==> src/rtl/operand_pkg.sv <==
// Shared constants and types for the operand fetch stage.
//   DATA_W / NREGS / ADDR_W : datapath width, register count, index width
//   shift_t                 : 1-bit shifter operation applied to Rm
//   fetch_state_t           : operand fetch FSM states
package operand_pkg;

    localparam int DATA_W = 16;
    localparam int NREGS  = 8;
    localparam int ADDR_W = 3;

    typedef enum logic [1:0] {
        SH_NONE = 2'b00,
        SH_LSL  = 2'b01,
        SH_LSR  = 2'b10,
        SH_ASR  = 2'b11
    } shift_t;

    typedef enum logic [1:0] {
        IDLE   = 2'b00,
        READ_A = 2'b01,
        READ_B = 2'b10,
        VALID  = 2'b11
    } fetch_state_t;

endpackage

==> src/rtl/shifter.sv <==
// Combinational 1-bit shifter on the B operand path.
//   in_i    : operand to shift
//   shift_i : SH_NONE pass, SH_LSL/SH_LSR zero fill, SH_ASR sign fill
//   out_o   : shifted operand
module shifter
    import operand_pkg::*;
(
    input  logic [DATA_W-1:0] in_i,
    input  shift_t            shift_i,
    output logic [DATA_W-1:0] out_o
);

    always_comb begin
        out_o = in_i;
        unique case (shift_i)
            SH_NONE: out_o = in_i;
            SH_LSL:  out_o = {in_i[DATA_W-2:0], 1'b0};
            SH_LSR:  out_o = {1'b0, in_i[DATA_W-1:1]};
            SH_ASR:  out_o = {in_i[DATA_W-1], in_i[DATA_W-1:1]};
            default: out_o = in_i;
        endcase
    end

endmodule

==> src/rtl/operand_fetch.sv <==
// Operand fetch stage in front of the ALU.
// Holds the 8x16 register file (written from writeback), and on an accepted
// request reads Rn (READ_A) then Rm (READ_B), shifts Rm, applies the A/B
// source muxes and presents the pair in VALID.
//
// Handshakes: a request transfers on a rising edge where req_valid and
// req_ready are both 1 (req_ready is 1 only in IDLE). An operand pair
// transfers on a rising edge where op_valid and op_ready are both 1
// (op_valid is 1 only in VALID). Ain/Bin/alu_op_out hold stable from the
// moment op_valid rises until that transfer, and keep their last values
// afterwards; consumers must qualify them with op_valid.
//
// Ports:
//   clk, rst_n                  : clock, asynchronous active-low reset
//   wr_en, wr_addr, wr_data     : register file write port (any state)
//   req_valid, req_ready        : request handshake
//   rn, rm, shift, asel, bsel,
//   sximm5, alu_op_in           : request fields, captured on accept
//   op_valid, op_ready          : operand handshake
//   Ain, Bin, alu_op_out        : operand pair presented to the ALU
//   state_o                     : current FSM state (debug)
module operand_fetch
    import operand_pkg::*;
(
    input  logic              clk,
    input  logic              rst_n,
    input  logic              wr_en,
    input  logic [ADDR_W-1:0] wr_addr,
    input  logic [DATA_W-1:0] wr_data,
    input  logic              req_valid,
    output logic              req_ready,
    input  logic [ADDR_W-1:0] rn,
    input  logic [ADDR_W-1:0] rm,
    input  logic [1:0]        shift,
    input  logic              asel,
    input  logic              bsel,
    input  logic [DATA_W-1:0] sximm5,
    input  logic [1:0]        alu_op_in,
    output logic              op_valid,
    input  logic              op_ready,
    output logic [DATA_W-1:0] Ain,
    output logic [DATA_W-1:0] Bin,
    output logic [1:0]        alu_op_out,
    output fetch_state_t      state_o
);

    fetch_state_t      state_q;
    logic [DATA_W-1:0] regs_q [NREGS];

    // request registers
    logic [ADDR_W-1:0] rn_q;
    logic [ADDR_W-1:0] rm_q;
    shift_t            shift_q;
    logic              asel_q;
    logic              bsel_q;
    logic [DATA_W-1:0] sximm5_q;
    logic [1:0]        op_q;

    // latched A operand and presented outputs
    logic [DATA_W-1:0] a_q;
    logic [DATA_W-1:0] ain_q;
    logic [DATA_W-1:0] bin_q;
    logic [1:0]        alu_op_q;

    logic [DATA_W-1:0] rd_a;
    logic [DATA_W-1:0] rd_b;
    logic [DATA_W-1:0] b_shifted;

    // Register file: a write lands on any edge regardless of FSM state.
    always_ff @(posedge clk or negedge rst_n) begin
        if (!rst_n) begin
            for (int i = 0; i < NREGS; i++) begin
                regs_q[i] <= '0;
            end
        end else if (wr_en) begin
            regs_q[wr_addr] <= wr_data;
        end
    end

    // Write-through: a write to the register being read in the same cycle
    // is seen by the read, so the operand never misses a just-retired value.
    assign rd_a = (wr_en && (wr_addr == rn_q)) ? wr_data : regs_q[rn_q];
    assign rd_b = (wr_en && (wr_addr == rm_q)) ? wr_data : regs_q[rm_q];

    shifter u_shifter (
        .in_i    (rd_b),
        .shift_i (shift_q),
        .out_o   (b_shifted)
    );

    // FSM plus request/operand capture. The B mux result is registered at the
    // READ_B edge, so the presented pair only changes on entry to VALID.
    always_ff @(posedge clk or negedge rst_n) begin
        if (!rst_n) begin
            state_q  <= IDLE;
            rn_q     <= '0;
            rm_q     <= '0;
            shift_q  <= SH_NONE;
            asel_q   <= 1'b0;
            bsel_q   <= 1'b0;
            sximm5_q <= '0;
            op_q     <= '0;
            a_q      <= '0;
            ain_q    <= '0;
            bin_q    <= '0;
            alu_op_q <= '0;
        end else begin
            unique case (state_q)
                IDLE: begin
                    if (req_valid) begin
                        rn_q     <= rn;
                        rm_q     <= rm;
                        shift_q  <= shift_t'(shift);
                        asel_q   <= asel;
                        bsel_q   <= bsel;
                        sximm5_q <= sximm5;
                        op_q     <= alu_op_in;
                        state_q  <= READ_A;
                    end
                end
                READ_A: begin
                    a_q     <= rd_a;
                    state_q <= READ_B;
                end
                READ_B: begin
                    ain_q    <= asel_q ? '0 : a_q;
                    bin_q    <= bsel_q ? sximm5_q : b_shifted;
                    alu_op_q <= op_q;
                    state_q  <= VALID;
                end
                VALID: begin
                    if (op_ready) begin
                        state_q <= IDLE;
                    end
                end
                default: state_q <= IDLE;
            endcase
        end
    end

    assign req_ready  = (state_q == IDLE);
    assign op_valid   = (state_q == VALID);
    assign Ain        = ain_q;
    assign Bin        = bin_q;
    assign alu_op_out = alu_op_q;
    assign state_o    = state_q;

endmodule
==> config.mk <==
export PLATFORM = sky130hd
export DESIGN_NAME = operand_fetch
export DESIGN_NICKNAME = d
export VERILOG_FILES = /design/src/rtl/operand_pkg.sv /design/src/rtl/shifter.sv /design/src/rtl/operand_fetch.sv
export SDC_FILE = /design/constraint.sdc
export NUM_CORES = 1
export LEC_CHECK = 0
export CAP_MARGIN = 5
export CORE_AREA = 2 2 107 212
export DETAILED_ROUTE_END_ITERATION = 16
export DIE_AREA = 0 0 109 214
export PLACE_DENSITY = 0.82
export REMOVE_ABC_BUFFERS = 1
export SLEW_MARGIN = 25
export SYNTH_ARGS = -nofsm -noshare
export SYNTH_HDL_FRONTEND = slang
export SYNTH_HIERARCHICAL = 1
export SYNTH_SLANG_ARGS = --single-unit
==> constraint.sdc <==
create_clock -name clk -period 2.49 [get_ports clk]
set_input_delay 0.498 -clock clk [delete_from_list [all_inputs] [get_ports clk]]
set_output_delay 0.498 -clock clk [all_outputs]
set_load 0.02 [all_outputs]
==> results of run 1 <==
==> sequential cells by signal, summed over array words and instances, names as in the netlist, 3 cells and up <==
register	count
Ain	16
Bin	16
a_q	16
regs_q	128
rm_q	3
rn_q	3
sximm5_q	16
==> worst max-delay path, cell delays in order (launching register included) <==
cell,delay (ps)
dfrtp_2,380
buf_12,200
buf_4,190
mux4_2,500
mux2i_1,250
mux2i_1,200
mux2i_1,200
o21ai_0,110
mux2i_1,160
a21oi_1,80
==> stage by stage <==
step,setup slack [ps],utilization,TNS [ps]
CTS,81.8,0.589,0
finish,85.6,0.591,0
global route,-14.4,0.591,-20.4
global placement,17.8,0.560,0
floorplan,-739,-,-14670
detailed placement,-58.3,0.560,-254
==> cell usage in the layout (no fill, tap or decap), drive strengths merged, types with 2 or more instances in the layout <==
master / n
nand4b: 3
a21oi: 16
clkbuf: 28
mux2i: 73
mux4: 64
nand2: 89
nand2b: 15
nor3b: 2
buf: 54
nor2: 18
nor3: 2
clkdlybuf4s50: 87
ha: 5
xnor2: 3
or2: 2
nand4: 2
o22ai: 2
mux2: 110
o221a: 2
o221ai: 14
a22o: 2
clkinv: 2
xor2: 3
dfrtp: 208
inv: 35
bufinv: 2
o21ai: 85
==> power groups by stage <==
stage	clock network, uW	logic [uW]	registers (uW)
finish	3010	7430	5330
global route	3190	8010	5440
CTS	3050	7390	5320
detailed placement	0	7330	5370
global placement	0	7140	5310
floorplan	0	4170	5820
==> cells in the mapped netlist (all sizes together), types with 3 or more instances <==
cell type,number,share of area
nand2,89,0.031
o221ai,14,0.017
clkbuf,27,0.010
nand4b,3,0.0025
a21oi,16,0.0075
ha,5,0.0059
nand2b,15,0.0088
xnor2,3,0.0025
xor2,3,0.0032
o21ai,85,0.040
buf,36,0.025
nor2,18,0.0064
mux4,64,0.14
inv,35,0.012
dfrtp,208,0.49
mux2,110,0.12
mux2i,73,0.069
==> worst max path at each step <==
stage	depth (start not counted)	to	slack (ps)	start
after floorplan	7	Bin[15]	-740	rm_q[0]
after CTS	3	req_ready	80	state_o[0]
after global placement	9	Bin[3]	20	wr_addr[0]
final	9	Bin[7]	90	rm_q[0]
after detailed placement	9	Bin[7]	-60	wr_addr[0]
after global routing	10	Bin[9]	-10	rm_q[0]
==> logic make-up (layout without fill, tap and decap cells) <==
group                      Yosys count  in the layout  share of synthesized area
AOI/OAI and AO/OA                  122            122                     0.0725
other                                0              1                          0
muxes                              247            247                      0.321
xor gates and xnor gates             6              6                    0.00565
and+or+nand+nor                    135            135                     0.0579
DFF                                208            208                      0.489
buffers and inverters               98            211                     0.0481
adders and majority gates            5              5                    0.00588
==> cell type report <==
cell class / count / area (sq um)
Sequential cell: 208 / 5210
Clock inverter: 5 / 77.6
Timing Repair Buffer: 144 / 1500
Antenna cell: 1 / 2.50
Tap cell: 273 / 342
Clock buffer: 27 / 556
Inverter: 35 / 131
Fill cell: 1613 / 8840
Multi-Input combinational cell: 515 / 4940
==> per-layer routing <==
metal | global-route usage | vias to the layer above | routed length, um
met4 | 0.121 | 0 | 1310
li1 | - | 3172 | -
met3 | 0.0341 | 80 | 1520
met1 | 0.286 | 3712 | 9800
met5 | 0 | - | 0
met2 | 0.420 | 307 | 14400
==> what timing repair did <==
action / in CTS / in global routing
resized for setup: 0 / 6
hold buffers: 1 / 0
setup buffers: 0 / 0
setup endpoints to repair: 0 / 9
hold endpoints to repair: 53 / 0
==> results.json, run 1 <==
{
  "min_delay_path_depth": 2,
  "drc": 0,
  "r2r_end": "Bin[7]",
  "hold_class": "reg2reg",
  "timing.rr.start": "rm_q[0]",
  "drv_cap": 0,
  "insertion_delay_ps": 500,
  "drtIter0Drc": 735,
  "crit_type": "reg2reg",
  "grt_max_degree": 59,
  "port_buffers": 89,
  "leakage_uw": 0.00552,
  "synthFlopType": "dfrtp_1",
  "ys_warn_count": 6,
  "cts.sinks": 208,
  "fp-row-count": 76,
  "slew_headroom": 0.448,
  "ant_nets": 0,
  "finalSetupViolCount": 0,
  "pwr_density_cell_mw_per_mm2": 1240,
  "grt_pass1_vias": 7761,
  "dieWidth_um": 109,
  "drt_pass1_iterations": 5,
  "synth.distinct_cells": 37,
  "ff2ff_path_depth": 9,
  "rrSetupSlack_ps": 90,
  "finalClockSkew_ps": 10.6,
  "ys_seq_elements": 208,
  "coreArea_sq_mm": 0.0216,
  "cts_inserted_buffers": 19,
  "cts_tree": "built",
  "antenna_found_initial": 1,
  "start_util": 0.493,
  "grt_util_all_layers": 0.242,
  "startpoint_type": "register",
  "ys_seq_area_frac": 0.489,
  "p_sw_uw": 5660,
  "worst_hold_slack_ps": 494,
  "cts_root_buf": "clkbuf_16",
  "clk_path_buf_depth": 3,
  "dp_hpwl_um": 18200,
  "die-area_sq_mm": 0.0233,
  "syn_area_sq_mm": 0.0106,
  "synth_enable_flop_cells": 0,
  "vias_per_cell": 6.02,
  "gp_congestion": 0.874,
  "hold_end": "regs_q[17]",
  "syn_avg_cell_area_sq_um": 13.0,
  "outcome": "finished, final reports clean",
  "tightest_slew_ps": 828,
  "seq_power_share": 0.338,
  "layout-drive-gt1-share": 0.305,
  "finalPower_uw": 15800,
  "fin_crit_ps": 2400,
  "fin_nets": 980,
  "hold_start": "regs_q[17]",
  "p_comb_frac": 0.471,
  "ios": 90,
  "critPathRequiredTime_ps": 2870,
  "syn_inst": 821,
  "cellInternalPower_uw": 10100,
  "switching_share": 0.359,
  "synthArstFlopShare": 1.00,
  "post-route-period-util": 0.966,
  "wire_per_inst_um": 22.4,
  "vias": 7271,
  "fin_cells": 1208,
  "place_area_sq_mm": 0.0121,
  "path_clk_slew_ps": 70,
  "clkPwrFrac": 0.191,
  "grt_setup_unrepaired": "true",
  "routed_wl_um": 27000,
  "dp.cells": 1174,
  "areaGrowthSynthToFinish_pct": 19.9,
  "overflow": 0,
  "final_area_sq_mm": 0.0127,
  "critPathMaxFanout": 18,
  "h-tree-depth": 1,
  "die_y_um": 214,
  "drv_slew": 0,
  "final-hold-violation-count": 0,
  "fmax_mhz": 416,
  "endpoint_kind": "register",
  "grt_pass1_wl_um": 42900,
  "crit_arrival_ps": 2790,
  "ir_drop_mv": 0.761
}
No activity file was read; power rests on OpenSTA's default activity.
==> inputs of run 2 (changes only) <==
--- a/config.mk
+++ b/config.mk
@@ -5,14 +5,13 @@
 export SDC_FILE = /design/constraint.sdc
 export NUM_CORES = 1
 export LEC_CHECK = 0
-export CAP_MARGIN = 5
-export CORE_AREA = 2 2 107 212
+export CAP_MARGIN = 40
+export CORE_AREA = 2 2 107 213
 export DETAILED_ROUTE_END_ITERATION = 16
-export DIE_AREA = 0 0 109 214
+export DIE_AREA = 0 0 109 215
 export PLACE_DENSITY = 0.82
 export REMOVE_ABC_BUFFERS = 1
 export SLEW_MARGIN = 25
 export SYNTH_ARGS = -nofsm -noshare
 export SYNTH_HDL_FRONTEND = slang
-export SYNTH_HIERARCHICAL = 1
 export SYNTH_SLANG_ARGS = --single-unit
==> results.json, run 2 <==
{
  "timing.rr.start": "rm_q[0]",
  "synth_xor_area_frac": 0.00489,
  "post-route-period-util": 0.949,
  "dp_hpwl_um": 18500,
  "hold_class": "in2async",
  "syn_inst": 846,
  "areaGrowthSynthToFinish_pct": 20.4,
  "pwr_density_cell_mw_per_mm2": 1250,
  "largest_reg_flops": 128,
  "p_comb_frac": 0.475,
  "synthMuxAreaShare": 0.325,
  "ios": 90,
  "endpoint_kind": "primary output",
  "overflow": 0,
  "port_buffers": 89,
  "grt_util_all_layers": 0.237,
  "grt_setup_unrepaired": "false",
  "crit_arrival_ps": 1860,
  "coreArea_sq_mm": 0.0219,
  "fin_nets": 996,
  "crit_type": "reg2out",
  "cellInternalPower_uw": 10200,
  "synth_area_leader_cell": "dfrtp_1",
  "synthFlopType": "dfrtp_1",
  "tightest_slew_ps": 577,
  "fillers": 1663,
  "path_clk_slew_ps": 60,
  "drv_cap": 0,
  "cts_tree": "built",
  "fmax_mhz": 423,
  "cts_root_buf": "clkbuf_16",
  "ys_seq_elements": 208,
  "postCtsSetupBuffers": 0,
  "synth_compound_area_frac": 0.0770,
  "r2r_end": "Bin[7]",
  "syn_avg_cell_area_sq_um": 12.7,
  "ir_drop_mv": 0.973,
  "worst_hold_slack_ps": -11.6,
  "switching_share": 0.366,
  "ys_seq_area_frac": 0.485,
  "final_common_cell": "dfrtp_1",
  "cts_inserted_buffers": 20,
  "syn_area_sq_mm": 0.0107,
  "outcome": "finished, violations left",
  "top_register": "regs_q",
  "drt_pass1_iterations": 5,
  "seq_power_share": 0.333,
  "synth_top_family_by_area": "multiplexers",
  "yosysMostFrequentCell": "dfrtp_1",
  "clk_path_buf_depth": 3,
  "wire_per_inst_um": 22.1,
  "drtIter0Drc": 718,
  "die_y_um": 215,
  "synthAdderAreaFrac": 0.00466,
  "drc": 0,
  "drv_slew": 0,
  "dieWidth_um": 109,
  "leakage_uw": 0.00543,
  "routed_wl_um": 27200,
  "clkPwrFrac": 0.192,
  "antenna_found_initial": 0,
  "fp-row-count": 77,
  "dp.cells": 1194,
  "synthTopCellsByCount": "208 x dfrtp_1, 169 x mux2_2, 55 x nand2_1",
  "cts.sinks": 208,
  "rrSetupSlack_ps": 240,
  "ff2ff_path_depth": 7,
  "synthSimpleGateAreaFrac": 0.0594,
  "final-hold-violation-count": 4,
  "slew_headroom": 0.615,
  "synth.distinct_cells": 51,
  "ant_nets": 0,
  "insertion_delay_ps": 500,
  "critPathRequiredTime_ps": 1990,
  "finalPower_uw": 16100,
  "yosys-top-cells-area": "dfrtp_1 48%, mux2_2 18%, mux4_2 11%",
  "start_util": 0.491,
  "synthArstFlopShare": 1.00,
  "violations": "hold timing",
  "ctsResizeCount": 0,
  "grt_max_degree": 72,
  "startpoint_type": "register",
  "vias": 7571,
  "layout-drive-gt1-share": 0.336,
  "grt_pass1_wl_um": 43300,
  "vias_per_cell": 6.16,
  "finalSetupViolCount": 0,
  "synth_enable_flop_cells": 0,
  "fin_cells": 1230,
  "die-area_sq_mm": 0.0234,
  "hold_buffers": 0,
  "final_cell_mix": "206 x dfrtp_1, 169 x mux2_2, 88 x clkdlybuf4s50_1, 55 x nand2_1, 54 x mux4_2",
  "ys_warn_count": 0,
  "p_sw_uw": 5900,
  "fin_crit_ps": 2360,
  "num_antenna_cells": 0,
  "synth_top_area_frac": 0.485,
  "critPathMaxFanout": 5,
  "h-tree-depth": 1,
  "grt_pass1_vias": 7942,
  "finalClockSkew_ps": 10.7,
  "gp_congestion": 0.936
}
-- run 2: cell types whose count changed after synthesis, moves of 13 or more --
cell	delta
a31oi_1	+14
clkbuf_1	+20
mux2_2	+60
mux2i_1	-37
nand2_1	-34
o211ai_1	+23
o21ai_0	-29
o22ai_1	+13
-- run 2: per-stage QoR --
stage / worst slack, ps / utilization / area (sq um) / setup TNS (ps)
finish: 127 / 0.591 / 12900 / 0
global route: 40.9 / 0.591 / 12900 / 0
CTS: 106 / 0.591 / 12900 / 0
detailed placement: -191 / 0.560 / 12300 / -1060
global placement: -82.5 / 0.560 / 12300 / -298
floorplan: -666 / - / 10400 / -16280
-- run 2: metal layers --
metal,vias up,part of all wire,wire [um],GRT usage
met5,-,0,0,0
met4,0,0.033,909,0.0735
met3,70,0.071,1930,0.0331
met2,358,0.49,13400,0.393
met1,3841,0.40,10900,0.320
li1,3302,-,-,-
-- run 2: worst max-delay path by stage --
| stage | startpoint | end | slack (ps) | depth (start not counted) |
|---|---|---|---|---|
| after floorplan | rm_q[1] | Bin[3] | -670 | 5 |
| after global placement | wr_addr[1] | Bin[3] | -80 | 7 |
| after detailed placement | wr_addr[1] | Bin[3] | -190 | 7 |
| after CTS | state_o[0] | req_ready | 110 | 3 |
| after global routing | state_o[0] | req_ready | 40 | 3 |
| final | state_o[0] | req_ready | 130 | 3 |
-- run 2: power by group through the flow --
| stage | clock network, uW | logic (uW) | registers [uW] |
|---|---|---|---|
| after floorplan | 0 | 4260 | 5860 |
| after global placement | 0 | 7360 | 5290 |
| after detailed placement | 0 | 7570 | 5390 |
| after CTS | 3130 | 7630 | 5340 |
| after global routing | 3260 | 8250 | 5500 |
| final | 3090 | 7640 | 5360 |
-- run 2: area by class of cell --
type	count	area, sq um	area share
clock buffers	33	661	0.0511
clock inverters	3	15.0	0.00116
inverters	40	150	0.0116
multi-input cells	526	5070	0.392
flip-flops and latches	208	5210	0.403
well taps	276	345	0.0267
repair buffers	144	1480	0.115
-- run 2: cells by family (layout without fill, tap and decap cells) --
family,Yosys count,count (layout)
AO/OA/AOI/OAI,130,130
XOR/XNOR,6,6
adder cells (fa/ha/maj),4,4
buffers and inverters,112,220
flip-flops,208,208
multiplexers,260,260
AND/OR/NAND/NOR,126,126
-- run 2: worst max-delay path, stage by stage, from the launching register on --
cell and delay [ps]:
dfrtp_1 430, inv_1 100, ha_1 210, clkdlybuf4s50_1 630
==> inputs of run 3 (changes only) <==
--- a/config.mk
+++ b/config.mk
@@ -11,6 +11,7 @@
 export DIE_AREA = 0 0 109 215
 export PLACE_DENSITY = 0.82
 export REMOVE_ABC_BUFFERS = 1
+export SKIP_CTS_REPAIR_TIMING = 1
 export SLEW_MARGIN = 25
 export SYNTH_ARGS = -nofsm -noshare
 export SYNTH_HDL_FRONTEND = slang
==> results of run 3 <==
No change in the layout: final DEF, timing and power equal those of run 2.
